**src/rtl/pipe_ctrl_pkg.sv**
```systemverilog
// Shared types and default parameters for the pipeline hazard/stall controller.
package pipe_ctrl_pkg;

    typedef enum logic [1:0] {
        S_RUN   = 2'd0,
        S_FLUSH = 2'd1,
        S_HALT  = 2'd2
    } state_e;

    localparam int unsigned DEF_MEM_TIMEOUT = 16;
    localparam int unsigned DEF_FLUSH_LEN   = 1;
    localparam int unsigned FCNT_W          = 4;
    localparam int unsigned PERF_W          = 32;
    localparam int unsigned REG_W           = 5;

endpackage

```
**src/rtl/sat_counter.sv**
```systemverilog
// Saturating up-counter used for the optional performance counters.
module sat_counter
    import pipe_ctrl_pkg::*;
#(
    parameter int unsigned W = PERF_W
) (
    input  logic         clk,
    input  logic         rst_n,
    input  logic         inc_i,
    output logic [W-1:0] count_o
);

    logic [W-1:0] count_q;
    logic [W-1:0] count_d;

    always_comb begin
        count_d = count_q;
        if (inc_i && (count_q != {W{1'b1}})) begin
            count_d = count_q + W'(1);
        end
    end

    always_ff @(posedge clk or negedge rst_n) begin
        if (!rst_n) begin
            count_q <= '0;
        end else begin
            count_q <= count_d;
        end
    end

    assign count_o = count_q;

endmodule

```
**src/rtl/pipeline_ctrl.sv**
```systemverilog
// Pipeline control: memory stalls, branch flush, WB->EX forwarding, timeout halt.
// Optional performance counters are built when PIPE_CTRL_PERF_EN is defined.
module pipeline_ctrl
    import pipe_ctrl_pkg::*;
#(
    parameter int unsigned MEM_TIMEOUT = DEF_MEM_TIMEOUT,
    parameter int unsigned FLUSH_LEN   = DEF_FLUSH_LEN
) (
    input  logic              clk,
    input  logic              rst_n,
    input  logic              br_taken,
    input  logic [REG_W-1:0]  ex_rs1,
    input  logic [REG_W-1:0]  ex_rs2,
    input  logic [REG_W-1:0]  wb_rd,
    input  logic              wb_rf_wr,
    input  logic              wb_mem_req,
    input  logic              dmem_ack,
    input  logic              err_clr,
    output logic              pc_en,
    output logic              if_ex_en,
    output logic              ex_wb_en,
    output logic              flush,
    output logic              fwd_op1,
    output logic              fwd_op2,
    output logic              mem_err,
    output logic [PERF_W-1:0] stall_cycles,
    output logic [PERF_W-1:0] flush_cycles
);

    localparam int unsigned WAIT_W = (MEM_TIMEOUT > 0) ? $clog2(MEM_TIMEOUT + 1) : 1;
    localparam logic [WAIT_W-1:0] WAIT_LAST  = WAIT_W'(MEM_TIMEOUT - 1);
    localparam logic [FCNT_W-1:0] FLUSH_INIT = FCNT_W'(FLUSH_LEN - 1);

    state_e              state_q, state_d;
    logic [FCNT_W-1:0]   fcnt_q, fcnt_d;
    logic [WAIT_W-1:0]   wait_q, wait_d;
    logic                mem_err_q, mem_err_d;
    logic                mem_stall;
    logic                timeout_hit;
    logic                en_c, flush_c, fwd1_c, fwd2_c;

    assign mem_stall   = wb_mem_req && !dmem_ack && (state_q != S_HALT);
    assign timeout_hit = (MEM_TIMEOUT != 0) && mem_stall && (wait_q == WAIT_LAST);

    always_ff @(posedge clk or negedge rst_n) begin
        if (!rst_n) begin
            state_q <= S_RUN;
        end else begin
            state_q <= state_d;
        end
    end

    // A branch seen during a stall stays in the frozen EX stage and is taken once the stall clears.
    always_comb begin
        state_d   = state_q;
        fcnt_d    = fcnt_q;
        mem_err_d = mem_err_q;
        wait_d    = '0;
        if (mem_stall && (wait_q != {WAIT_W{1'b1}})) begin
            wait_d = wait_q + WAIT_W'(1);
        end else if (mem_stall) begin
            wait_d = wait_q;
        end
        unique case (state_q)
            S_RUN: begin
                if (timeout_hit) begin
                    state_d   = S_HALT;
                    mem_err_d = 1'b1;
                end else if (br_taken && !mem_stall && (FLUSH_LEN > 1)) begin
                    state_d = S_FLUSH;
                    fcnt_d  = FLUSH_INIT;
                end
            end
            S_FLUSH: begin
                if (timeout_hit) begin
                    state_d   = S_HALT;
                    mem_err_d = 1'b1;
                end else if (!mem_stall) begin
                    fcnt_d = fcnt_q - FCNT_W'(1);
                    if (fcnt_q == FCNT_W'(1)) begin
                        state_d = S_RUN;
                    end
                end
            end
            S_HALT: begin
                if (err_clr) begin
                    state_d   = S_RUN;
                    mem_err_d = 1'b0;
                    wait_d    = '0;
                    fcnt_d    = '0;
                end
            end
            default: state_d = S_RUN;
        endcase
    end

    always_comb begin
        en_c    = 1'b0;
        flush_c = 1'b1;
        fwd1_c  = 1'b0;
        fwd2_c  = 1'b0;
        unique case (state_q)
            S_RUN: begin
                en_c    = !mem_stall;
                flush_c = br_taken && !mem_stall;
            end
            S_FLUSH: begin
                en_c    = !mem_stall;
                flush_c = 1'b1;
            end
            default: begin
                en_c    = 1'b0;
                flush_c = 1'b1;
            end
        endcase
        if (state_q != S_HALT) begin
            fwd1_c = wb_rf_wr && (wb_rd != '0) && (ex_rs1 == wb_rd);
            fwd2_c = wb_rf_wr && (wb_rd != '0) && (ex_rs2 == wb_rd);
        end
    end

    always_ff @(posedge clk or negedge rst_n) begin
        if (!rst_n) begin
            fcnt_q    <= '0;
            wait_q    <= '0;
            mem_err_q <= 1'b0;
        end else begin
            fcnt_q    <= fcnt_d;
            wait_q    <= wait_d;
            mem_err_q <= mem_err_d;
        end
    end

    // Reset forces the safe pipeline view: frozen, flushing, no forwarding.
    assign pc_en    = rst_n && en_c;
    assign if_ex_en = rst_n && en_c;
    assign ex_wb_en = rst_n && en_c;
    assign flush    = !rst_n || flush_c;
    assign fwd_op1  = rst_n && fwd1_c;
    assign fwd_op2  = rst_n && fwd2_c;
    assign mem_err  = mem_err_q;

`ifdef PIPE_CTRL_PERF_EN
    logic flush_cnt_inc;
    assign flush_cnt_inc = flush_c && (state_q != S_HALT);

    sat_counter #(.W(PERF_W)) u_stall_cnt (
        .clk     (clk),
        .rst_n   (rst_n),
        .inc_i   (mem_stall),
        .count_o (stall_cycles)
    );

    sat_counter #(.W(PERF_W)) u_flush_cnt (
        .clk     (clk),
        .rst_n   (rst_n),
        .inc_i   (flush_cnt_inc),
        .count_o (flush_cycles)
    );
`else
    assign stall_cycles = '0;
    assign flush_cycles = '0;
`endif

endmodule

```
**config.mk**
```make
export PLATFORM = sky130hd
export DESIGN_NAME = pipeline_ctrl
export DESIGN_NICKNAME = d
export VERILOG_FILES = /design/src/rtl/pipe_ctrl_pkg.sv /design/src/rtl/sat_counter.sv /design/src/rtl/pipeline_ctrl.sv
export SDC_FILE = /design/constraint.sdc
export NUM_CORES = 1
export LEC_CHECK = 0
export CAP_MARGIN = 20
export CORE_MARGIN = 3
export CORE_UTILIZATION = 50
export DETAILED_ROUTE_END_ITERATION = 8
export DONT_BUFFER_PORTS = 1
export PLACE_DENSITY = 0.68
export SYNTH_ARGS = -nofsm -noshare
export SYNTH_HDL_FRONTEND = slang
export SYNTH_HIERARCHICAL = 1
export SYNTH_SLANG_ARGS = --single-unit
```
**constraint.sdc**
```tcl
create_clock -name clk -period 1.4 [get_ports clk]
set_input_delay 0.28 -clock clk [delete_from_list [all_inputs] [get_ports clk]]
set_output_delay 0.28 -clock clk [all_outputs]
set_load 0.1 [all_outputs]
```
==> out/results.ini <==
[grt]
grt_start_max_net_pins = 8
antenna_found_initial = 0
grt_pass1_vias = 515
gr-usage-met1 = 0.0886
grt-busiest-layer = met2
grt-ovfl-total = 0
grt_use_met2 = 0.218
use_met3 = 0.0423
track_usage = 0.107
grt_pass1_wl_um = 2020

[placed_design]
preCtsSetupSlack_ps = -247
portBuffers = 0
dp_hpwl_um = 1350
place.gp.congestion = 0.755

[logic_synthesis]
ys_warn_count = 6
yosysTopAreaCellShare = 0.520
yosysSeqAreaShare = 0.158
synth_area_per_cell_um2 = 8.21
yosysTopAreaCell = buf_4
postSynthCellCount = 116
synthesis.area_um2 = 952
ys_ff_latch = 6
synthTopCellsByArea = buf_4 (52%), dfrtp_1 (16%), xnor2_1 (6.4%), xor2_1 (5.5%), ha_1 (3.9%)
ys_types = 21

[setup_path]
crit_slowest_cell = dfrtp_4
cp_max_fo = 3
worstPathRequired_ps = 1120
worst-setup-path-type = reg -> out
endpoint_kind = primary output
crit_chain = nor2b_4 -> o211ai_4 -> nor4_4 -> buf_12
start_kind = flip-flop
worst_path_largest_cell_delay_ps = 490
crit_arrival_ps = 1430
cp_num_buf_inv = 1
crit_family = flip-flops

[sta]
fmax_mhz = 585
hold_ws_ps = -274
fin_crit_ps = 1710
tns_ps = -1600
hold_violations = 6
setup_slack_ps = -309
finalCritPeriodShare = 1.22
slew_viol_final = 0
rsz0062_at_grt = yes
setup_violations = 7
skew_ps = 6.46

[power_and_ir_drop]
p_per_area_mw_per_mm2 = 1320
power_frac_seq = 0.142
power_leakage_nw = 0.496
power_w = 0.00125
power.share.clock = 0.139
switchingPower_w = 0.000912
sw_frac_of_total = 0.729
p_int_w = 0.000339
ir_drop_uv = 1010
p_comb_frac = 0.718

[final_layout]
nets = 153
fillCellCount = 164
multi_input_area_um2 = 602
diodes = 0
drive_gt1_frac = 0.181
final_cell_mix = conb_1 (64), xnor2_1 (7), xor2_1 (6), nor2_1 (6), buf_4 (6)
seqCellArea_um2 = 154
area_growth_pct = -0.263
final_util = 0.538
final_common_cell = conb_1

[floorplan]
fp.coreArea_mm2 = 0.00176
start_util = 0.540
core.rowCount = 15
ios = 93
dieArea_mm2 = 0.00246
chipWidth_um = 49.6
die_h_um = 49.6

[cts]
clk_path_buf_depth = 2
htree_levels = 1
clk_pin_slew_ps = 50
cts_tree = built
insertion_delay_ps = 240
cts_buffers = 3
cts_sinks = 6
clockRootBuffer = clkbuf_4

[status]
violations = negative hold slack, negative setup slack
run_status = finished with violations

[run]
max-cap-violations = 0

[drt]
drcViolationCount = 0
wl_um = 1470
vias = 548
drt_pass1_iterations = 1
vias_per_cell = 3.61
wl_per_cell_um = 9.68
initialDrtViolationCount = 0
ant_nets = 0

[hold_path]
hold_class = in -> async

## per-layer routing
layer | wire, µm | vias up
met5 | 0 | -
met4 | 0 | 0
met3 | 221 | 0
met2 | 866 | 48
met1 | 385 | 245
li1 | - | 255
## cell families (layout without fill, tap and decap cells)
family / Yosys count / count (layout) / share of synthesized area
other: 1 / 64 / 0.00394
buffers and inverters: 69 / 17 / 0.532
AOI/OAI and AO/OA: 3 / 3 / 0.0250
and+or+nand+nor: 20 / 20 / 0.112
adders and majority gates: 3 / 3 / 0.0394
muxes: 1 / 1 / 0.0105
xor gates and xnor gates: 13 / 13 / 0.120
DFF: 6 / 6 / 0.158
## metrics by stage
stage,area (µm²),std cells
2_1_floorplan,1260,179
3_3_place_gp,906,146
3_5_place_dp,906,146
4_1_cts,940,151
5_1_grt,950,152
6_report,950,152
## worst paths after layout
kind	from	endpoint	slack, ps	cells past startpoint
max	mem_err	fwd_op1	-310	4
min	rst_n	wait_q[1]	-270	0
max reg2reg	wait_q[0]	wait_q[3]	-10	6
min reg2reg	wait_q[3]	wait_q[3]	560	2
max in group asynchronous	rst_n	mem_err	1600	0
min in group clk	err_clr	mem_err	150	1
## power by group through the flow
stage / combinational (W) / clock (W) / sequential [W]
6_report: 0.000899 / 0.000174 / 0.000178
5_1_grt: 0.000914 / 0.000200 / 0.000178
4_1_cts: 0.000892 / 0.000187 / 0.000178
3_5_place_dp: 0.000891 / 0 / 0.000181
3_3_place_gp: 0.000890 / 0 / 0.000181
2_1_floorplan: 0.00101 / 0 / 0.000181
## sequential cells by signal, indices dropped and copies added, names as in the netlist
signal	count
wait_q	5
mem_err	1
## repair_timing
action                                  4_1_cts  5_1_grt
hold endpoints to repair                      6        6
buffers inserted                              1        1
endpoints found under the setup margin        7        8
gates resized for setup                       0        1
pin swaps                                     4        2
## layout make-up
cell class / count / area share
Sequential cell: 6 / 0.162
Clock buffer: 4 / 0.0277
Multi-Input combinational cell: 104 / 0.634
Timing Repair Buffer: 10 / 0.132
Inverter: 3 / 0.0119
Tap cell: 25 / 0.0329
## cells in the mapped netlist
cell and count:
nor2b_1 2, nand2b_1 2, nand3_1 2, and3_1 1, nor2_1 6, and2_1 1, xnor2_1 7, o211ai_2 1
dfrtp_1 6, ha_1 3, or4_1 1, xor2_1 6, a21oi_1 1, inv_1 3, nor4_1 2, buf_4 66
mux2i_1 1, nand2_1 2, o22ai_1 1, conb_1 1, nand4b_1 1
## worst reg2reg max path, cell delays in order (launching register included)
cell,delay (ps)
dfrtp_1,380
ha_2,190
and3_4,160
ha_4,170
nand4b_1,180
xor2_1,170
nor2_1,50
Power figures use the tool's default switching activity.
